### src/rtl/micro_seq_pkg.sv
// micro_seq_pkg: shared definitions for the microcoded sequencer.
//   - FSM state encoding
//   - default field widths
//   - microword flag positions (the four flags sit in the top nibble of the word)
package micro_seq_pkg;

    typedef enum logic [1:0] {
        StIdle = 2'd0,
        StRun  = 2'd1,
        StDone = 2'd2
    } seq_state_t;

    localparam int unsigned DEF_ADDR_W  = 3;
    localparam int unsigned DEF_OP_W    = 2;
    localparam int unsigned DEF_SHAMT_W = 2;
    localparam int unsigned DEF_DEPTH   = 16;

    localparam int unsigned NUM_FLAGS = 4;

    // Flag offsets relative to the LSB of the flag nibble.
    localparam int unsigned FLAG_WE   = 0;
    localparam int unsigned FLAG_OE   = 1;
    localparam int unsigned FLAG_IE   = 2;
    localparam int unsigned FLAG_LAST = 3;

    // Bit index of the lowest flag; everything below it is the packed field area
    // (WriteAddr, ReadAddrA, ReadAddrB, ALUOpcode, SHAMT from high to low).
    function automatic int unsigned flags_lsb(input int unsigned addr_w,
                                              input int unsigned op_w,
                                              input int unsigned shamt_w);
        return shamt_w + op_w + 3 * addr_w;
    endfunction

endpackage

### src/rtl/micro_store.sv
// micro_store: DEPTH x UW microcode register array.
//   clk     : write clock, rising edge
//   wr_en   : write strobe
//   wr_addr : write address (out-of-range addresses are dropped)
//   wr_data : word to write
//   rd_addr : read address
//   rd_data : asynchronous read data
// The array has no reset; contents are undefined until written.
module micro_store #(
    parameter int unsigned DEPTH = 16,
    parameter int unsigned UW    = 17,
    parameter int unsigned AW    = 4
) (
    input  logic          clk,
    input  logic          wr_en,
    input  logic [AW-1:0] wr_addr,
    input  logic [UW-1:0] wr_data,
    input  logic [AW-1:0] rd_addr,
    output logic [UW-1:0] rd_data
);

    logic [UW-1:0] mem [DEPTH];

    always_ff @(posedge clk) begin
        if (wr_en && (32'(wr_addr) < DEPTH)) begin
            mem[wr_addr] <= wr_data;
        end
    end

    assign rd_data = mem[rd_addr];

endmodule

### src/rtl/micro_seq_ctrl.sv
// micro_seq_ctrl: programmable microcode sequencer driving datapath control enables.
//   Clk_i, Reset_n_i        : clock (rising edge), async active-low reset
//   Start_i                 : start the program at PC=0 (accepted in IDLE only)
//   InValid_i, OutReady_i   : input/output handshakes; a step that needs one stalls until it is high
//   ProgWrEn_i/Addr_i/Data_i: microcode write port (IDLE only)
//   Busy_o, Done_o, PC_o    : sequence status, one-cycle completion pulse, current step
//   InputEn_o .. SHAMT_o    : decoded microword fields, all zero outside RUN
// Microword MSB->LSB: Last, InputEn, OutputEn, WriteEn, WriteAddr, ReadAddrA, ReadAddrB,
// ALUOpcode, SHAMT.
// Optional feature macro STEP_MODE_EN: adds Step_i; in RUN a step only executes (PC advances,
// WriteEn_o asserts) in a cycle where Step_i is high and the step is not stalled.
module micro_seq_ctrl
    import micro_seq_pkg::*;
#(
    parameter int unsigned ADDR_W  = DEF_ADDR_W,
    parameter int unsigned OP_W    = DEF_OP_W,
    parameter int unsigned SHAMT_W = DEF_SHAMT_W,
    parameter int unsigned DEPTH   = DEF_DEPTH,
    parameter int unsigned PC_W    = $clog2(DEPTH),
    parameter int unsigned UW      = NUM_FLAGS + 3 * ADDR_W + OP_W + SHAMT_W
) (
    input  logic               Clk_i,
    input  logic               Reset_n_i,
    input  logic               Start_i,
`ifdef STEP_MODE_EN
    input  logic               Step_i,
`endif
    input  logic               InValid_i,
    input  logic               OutReady_i,
    input  logic               ProgWrEn_i,
    input  logic [PC_W-1:0]    ProgAddr_i,
    input  logic [UW-1:0]      ProgData_i,
    output logic               Busy_o,
    output logic               Done_o,
    output logic [PC_W-1:0]    PC_o,
    output logic               InputEn_o,
    output logic               WriteEn_o,
    output logic               OutputEn_o,
    output logic [ADDR_W-1:0]  WriteAddr_o,
    output logic [ADDR_W-1:0]  ReadAddr_A_o,
    output logic [ADDR_W-1:0]  ReadAddr_B_o,
    output logic [OP_W-1:0]    ALUOpcode_o,
    output logic [SHAMT_W-1:0] SHAMT_o
);

    localparam int unsigned OP_LSB    = SHAMT_W;
    localparam int unsigned RB_LSB    = OP_LSB + OP_W;
    localparam int unsigned RA_LSB    = RB_LSB + ADDR_W;
    localparam int unsigned WA_LSB    = RA_LSB + ADDR_W;
    localparam int unsigned FLAGS_LSB = flags_lsb(ADDR_W, OP_W, SHAMT_W);
    localparam logic [PC_W-1:0] PC_MAX = PC_W'(DEPTH - 1);

    seq_state_t      state_q;
    logic [PC_W-1:0] pc_q;
    logic            busy_q;
    logic            done_q;

    logic [UW-1:0]   word;
    logic            run;
    logic            stall;
    logic            advance;
    logic            is_last;

    // Program writes are only honoured while idle so a running program cannot be altered.
    micro_store #(
        .DEPTH (DEPTH),
        .UW    (UW),
        .AW    (PC_W)
    ) u_store (
        .clk     (Clk_i),
        .wr_en   (ProgWrEn_i && (state_q == StIdle)),
        .wr_addr (ProgAddr_i),
        .wr_data (ProgData_i),
        .rd_addr (pc_q),
        .rd_data (word)
    );

    assign run   = (state_q == StRun);
    assign stall = (word[FLAGS_LSB + FLAG_IE] & ~InValid_i)
                 | (word[FLAGS_LSB + FLAG_OE] & ~OutReady_i);
`ifdef STEP_MODE_EN
    assign advance = run & ~stall & Step_i;
`else
    assign advance = run & ~stall;
`endif
    // Running off the end of the store terminates the program like an explicit Last.
    assign is_last = word[FLAGS_LSB + FLAG_LAST] | (pc_q == PC_MAX);

    always_ff @(posedge Clk_i or negedge Reset_n_i) begin
        if (!Reset_n_i) begin
            state_q <= StIdle;
            pc_q    <= '0;
            busy_q  <= 1'b0;
            done_q  <= 1'b0;
        end else begin
            done_q <= 1'b0;
            unique case (state_q)
                StIdle: begin
                    if (Start_i) begin
                        state_q <= StRun;
                        pc_q    <= '0;
                        busy_q  <= 1'b1;
                    end
                end
                StRun: begin
                    if (advance) begin
                        if (is_last) begin
                            state_q <= StDone;
                            pc_q    <= '0;
                            busy_q  <= 1'b0;
                            done_q  <= 1'b1;
                        end else begin
                            pc_q <= pc_q + PC_W'(1);
                        end
                    end
                end
                StDone: begin
                    state_q <= StIdle;
                end
                default: begin
                    state_q <= StIdle;
                    pc_q    <= '0;
                    busy_q  <= 1'b0;
                end
            endcase
        end
    end

    assign Busy_o = busy_q;
    assign Done_o = done_q;
    assign PC_o   = pc_q;

    // Field decode is gated by RUN; WriteEn only fires on the cycle the step actually executes.
    always_comb begin
        InputEn_o    = 1'b0;
        WriteEn_o    = 1'b0;
        OutputEn_o   = 1'b0;
        WriteAddr_o  = '0;
        ReadAddr_A_o = '0;
        ReadAddr_B_o = '0;
        ALUOpcode_o  = '0;
        SHAMT_o      = '0;
        if (run) begin
            InputEn_o    = word[FLAGS_LSB + FLAG_IE];
            OutputEn_o   = word[FLAGS_LSB + FLAG_OE];
            WriteEn_o    = word[FLAGS_LSB + FLAG_WE] & advance;
            WriteAddr_o  = word[WA_LSB +: ADDR_W];
            ReadAddr_A_o = word[RA_LSB +: ADDR_W];
            ReadAddr_B_o = word[RB_LSB +: ADDR_W];
            ALUOpcode_o  = word[OP_LSB +: OP_W];
            SHAMT_o      = word[0 +: SHAMT_W];
        end
    end

endmodule
### config.mk
export PLATFORM = sky130hd
export DESIGN_NAME = micro_seq_ctrl
export DESIGN_NICKNAME = d
export VERILOG_FILES = /design/src/rtl/micro_seq_pkg.sv /design/src/rtl/micro_store.sv /design/src/rtl/micro_seq_ctrl.sv
export SDC_FILE = /design/constraint.sdc
export NUM_CORES = 1
export LEC_CHECK = 0
export CAP_MARGIN = 5
export CORE_MARGIN = 2
export CORE_UTILIZATION = 64
export CTS_CLUSTER_DIAMETER = 100
export DETAILED_ROUTE_END_ITERATION = 7
export PLACE_DENSITY = 0.84
export SKIP_LAST_GASP = 1
export SLEW_MARGIN = 20
export SYNTH_ARGS = -nofsm -noshare
export SYNTH_HDL_FRONTEND = slang
export SYNTH_SLANG_ARGS = --single-unit
export TNS_END_PERCENT = 50
### constraint.sdc
create_clock -name Clk_i -period 5.1 [get_ports Clk_i]
set_input_delay 1.02 -clock Clk_i [delete_from_list [all_inputs] [get_ports Clk_i]]
set_output_delay 1.02 -clock Clk_i [all_outputs]
set_load 0.01 [all_outputs]
==> results of run 1 <==
==> cells in the final DEF, fill, tap and decap left out, types with 5 or more instances in the layout <==
master           instances
edfxtp_1               272
mux4_2                  77
clkdlybuf4s50_1         48
clkbuf_16               27
buf_4                   21
and2_1                  14
nand2_1                 13
nor2_2                  12
nor2_1                  10
clkinv_2                 7
o211ai_1                 6
dfrtp_1                  5
clkinv_1                 5
clkbuf_1                 5
==> per-layer routing <==
layer  global-route usage  wire, um  vias to the layer above
met5                    0         0                        -
met2               0.4487     12010                      336
li1                     -         -                     2209
met3              0.05743      2188                       76
met1               0.3604      8257                     2805
met4               0.1175      1057                        0
==> flip-flops by register name, indices dropped and copies added (netlist names) <==
signal,flops
Done_o,1
PC_o,4
u_store.mem,272
Busy_o,1
state_q,2
==> metrics by stage <==
stage / area, um2 / utilization
after floorplan: 10940 / -
after global placement: 11830 / 0.7111
after detailed placement: 11830 / 0.7111
after CTS: 12640 / 0.7596
after global routing: 12640 / 0.7596
final: 12640 / 0.7596
==> how the worst max path moves through the flow <==
| stage | cells past startpoint | slack, ps | to |
|---|---|---|---|
| 2_1_floorplan | 6 | 1530 | ReadAddr_A_o[0] |
| 3_3_place_gp | 6 | 890 | WriteEn_o |
| 3_5_place_dp | 6 | 820 | WriteEn_o |
| 4_1_cts | 7 | 380 | WriteEn_o |
| 5_1_grt | 7 | 160 | WriteEn_o |
| 6_report | 7 | 410 | WriteEn_o |
==> worst max-delay path, delay by kind of cell (launching register included) <==
kind	cells	cell delay [ps]
buffers and inverters	2	910
flip-flops	1	850
AND/OR/NAND/NOR	2	610
AO/OA/AOI/OAI	2	440
multiplexers	1	350
==> final cells by class <==
cell class                 count  area (um2)  area share
sequential                   280        8374      0.6624
multi-input combinational    183        2499      0.1976
clock buffer                  32       694.4     0.05493
timing repair buffer          71       678.2     0.05364
tap                          220       275.3     0.02177
clock inverter                14       113.9    0.009006
inverter                       2       7.507   0.0005938
==> logic make-up after synthesis <==
logic type | synth area share
flip-flops | 0.7650
multiplexers | 0.1741
AND/OR/NAND/NOR | 0.03614
buffers and inverters | 0.01121
AO/OA/AOI/OAI | 0.01247
adder cells (fa/ha/maj) | 0.001144
==> power breakdown <==
part / switching (uW) / internal, uW
Combinational: 463 / 603
Sequential: 130 / 2590
Clock: 772 / 1060
Total: 1370 / 4250
==> out/results.tsv, run 1 <==
metric	value	unit
Yosys reg bits	280	
Worst EP required	4080	ps
die width	134.7	um
setup slack after layout	407.3	ps
largest net degree at the start of global routing	41	
synth unique cells	40	
initial antenna violation count	0	
Finish-stage setup viols	0	
Worst setup EP type	primary output	
worst path arrival time	3670	ps
maximum vdd ir drop	0.3334	mV
leading register cell type out of synthesis	edfxtp_1	
Post-Syn Area	0.01094	mm2
Pre-antenna DRT Iters	5	
hold crit path type	register to register	
final worst path period share	0.9201	
row cnt	47	
clock-pin slew on the worst setup and hold paths	60	ps
critical setup path kind	register to primary output	
Power Density	444.3	mW/mm2
Antenna Nets Post-Route	0	
RSZ-0062 raised after global routing	no	
highest clock rate	213.1	MHz
CTS resizes	0	
min Tclk post-route	4693	ps
vias in the first global route	5734	
share of post-route cells with drive strength above 1	0.2784	
slew margin rel.	0.3361	
crit path from	PC_o[3]$_DFFE_PN0P_	
ANT cells	0	
first-pass GRT wire length	35140	um
worst r2r src	PC_o[0]$_DFFE_PN0P_	
Async SR Flop Fraction	0.02857	
postcts setup bufs	0	
Commonest cells post-synth	edfxtp_1 (272), mux4_2 (77), nor2_1 (22)	
Design Power	5617	uW
TritonCTS clock tree	yes	
Syn Nets	518	
slowest CP cell	dfrtp_1	
die area	0.01815	mm2
gr ovfl total	0	
DRT iter0 DRCs	589	
leakage power	0.003905	uW
Worst Skew	8.760	ps
WHS Path Cells	1	
Die Span Y	134.7	um
final net count	593	
PortBufs	48	
Num CTS Buffers	27	
Starting Density	0.6573	
RePlAce Congestion	0.7843	
Avg Cell Area, Syn	22.32	um2
via count	5426	
final-report hold violation count	0	
hold worst-path end	state_q[0]$_DFFE_PN0P_	
top cells by area, synth	edfxtp_1 (75%), mux4_2 (16%), dfrtp_1 (1.8%), mux4_1 (0.96%), and2_1 (0.80%)	
Root Driver	clkbuf_16	
Worst R2R Setup Slack	1850	ps
Final HPWL DP	12710	um
r2r worst-path depth	6	
fin. max-slew vios	0	
FF-to-FF End	PC_o[0]$_DFFE_PN0P_	
maximum capacitance violations	0	
status	complete, no violations	
Slew @ Worst Pin	995.9	ps
Sum Neg Setup Slack	0	ps
crit path cell chain	buf_4 -> mux4_2 -> a22oi_1 -> o31ai_1 -> or3_1 -> nor2b_1 -> clkdlybuf4s50_1	
final non-filler cell total	802	
H-Tree Level Count	1	
area of the core	0.01664	mm2
hold slack	495.1	ps
All-Layer GR Usage	0.2723	
count leader, synth	edfxtp_1	
clk_lat worst skew	520	ps
Post-Route WL	23520	um
I/O pin total	49	
Yosys top cell area share	0.7467	
clock buffer depth	3	
DRC Markers	0	
Routed wire per std cell	29.32	um
clk sinks	280	
Syn Inst Count	490	
# hold bufs at CTS	0	
Placed Cells	756	
EDFF count, synth	272	
pre-CTS WS	821.9	ps
Hold Path Origin	state_q[1]$_DFFE_PN0P_	
crit-path max cell delay	850	ps
Fillers	838	
DR vias/cell	6.766	
sequential share of the synthesized area	0.7650	
CP startpoint kind	register	
Max FO, Critical Path	19	
Yosys top cell by area	edfxtp_1	
layout overhead on the synthesized area	15.57	%
Ys Warns	0	
Power figures use the tool's default switching activity.
==> inputs of run 2 (changes only) <==
--- a/config.mk
+++ b/config.mk
@@ -11,6 +11,7 @@
 export CTS_CLUSTER_DIAMETER = 100
 export DETAILED_ROUTE_END_ITERATION = 7
 export PLACE_DENSITY = 0.84
+export SETUP_SLACK_MARGIN = 0.15
 export SKIP_LAST_GASP = 1
 export SLEW_MARGIN = 20
 export SYNTH_ARGS = -nofsm -noshare
==> results of run 2 <==
Final layout, timing and power as in run 1 (identical DEF).
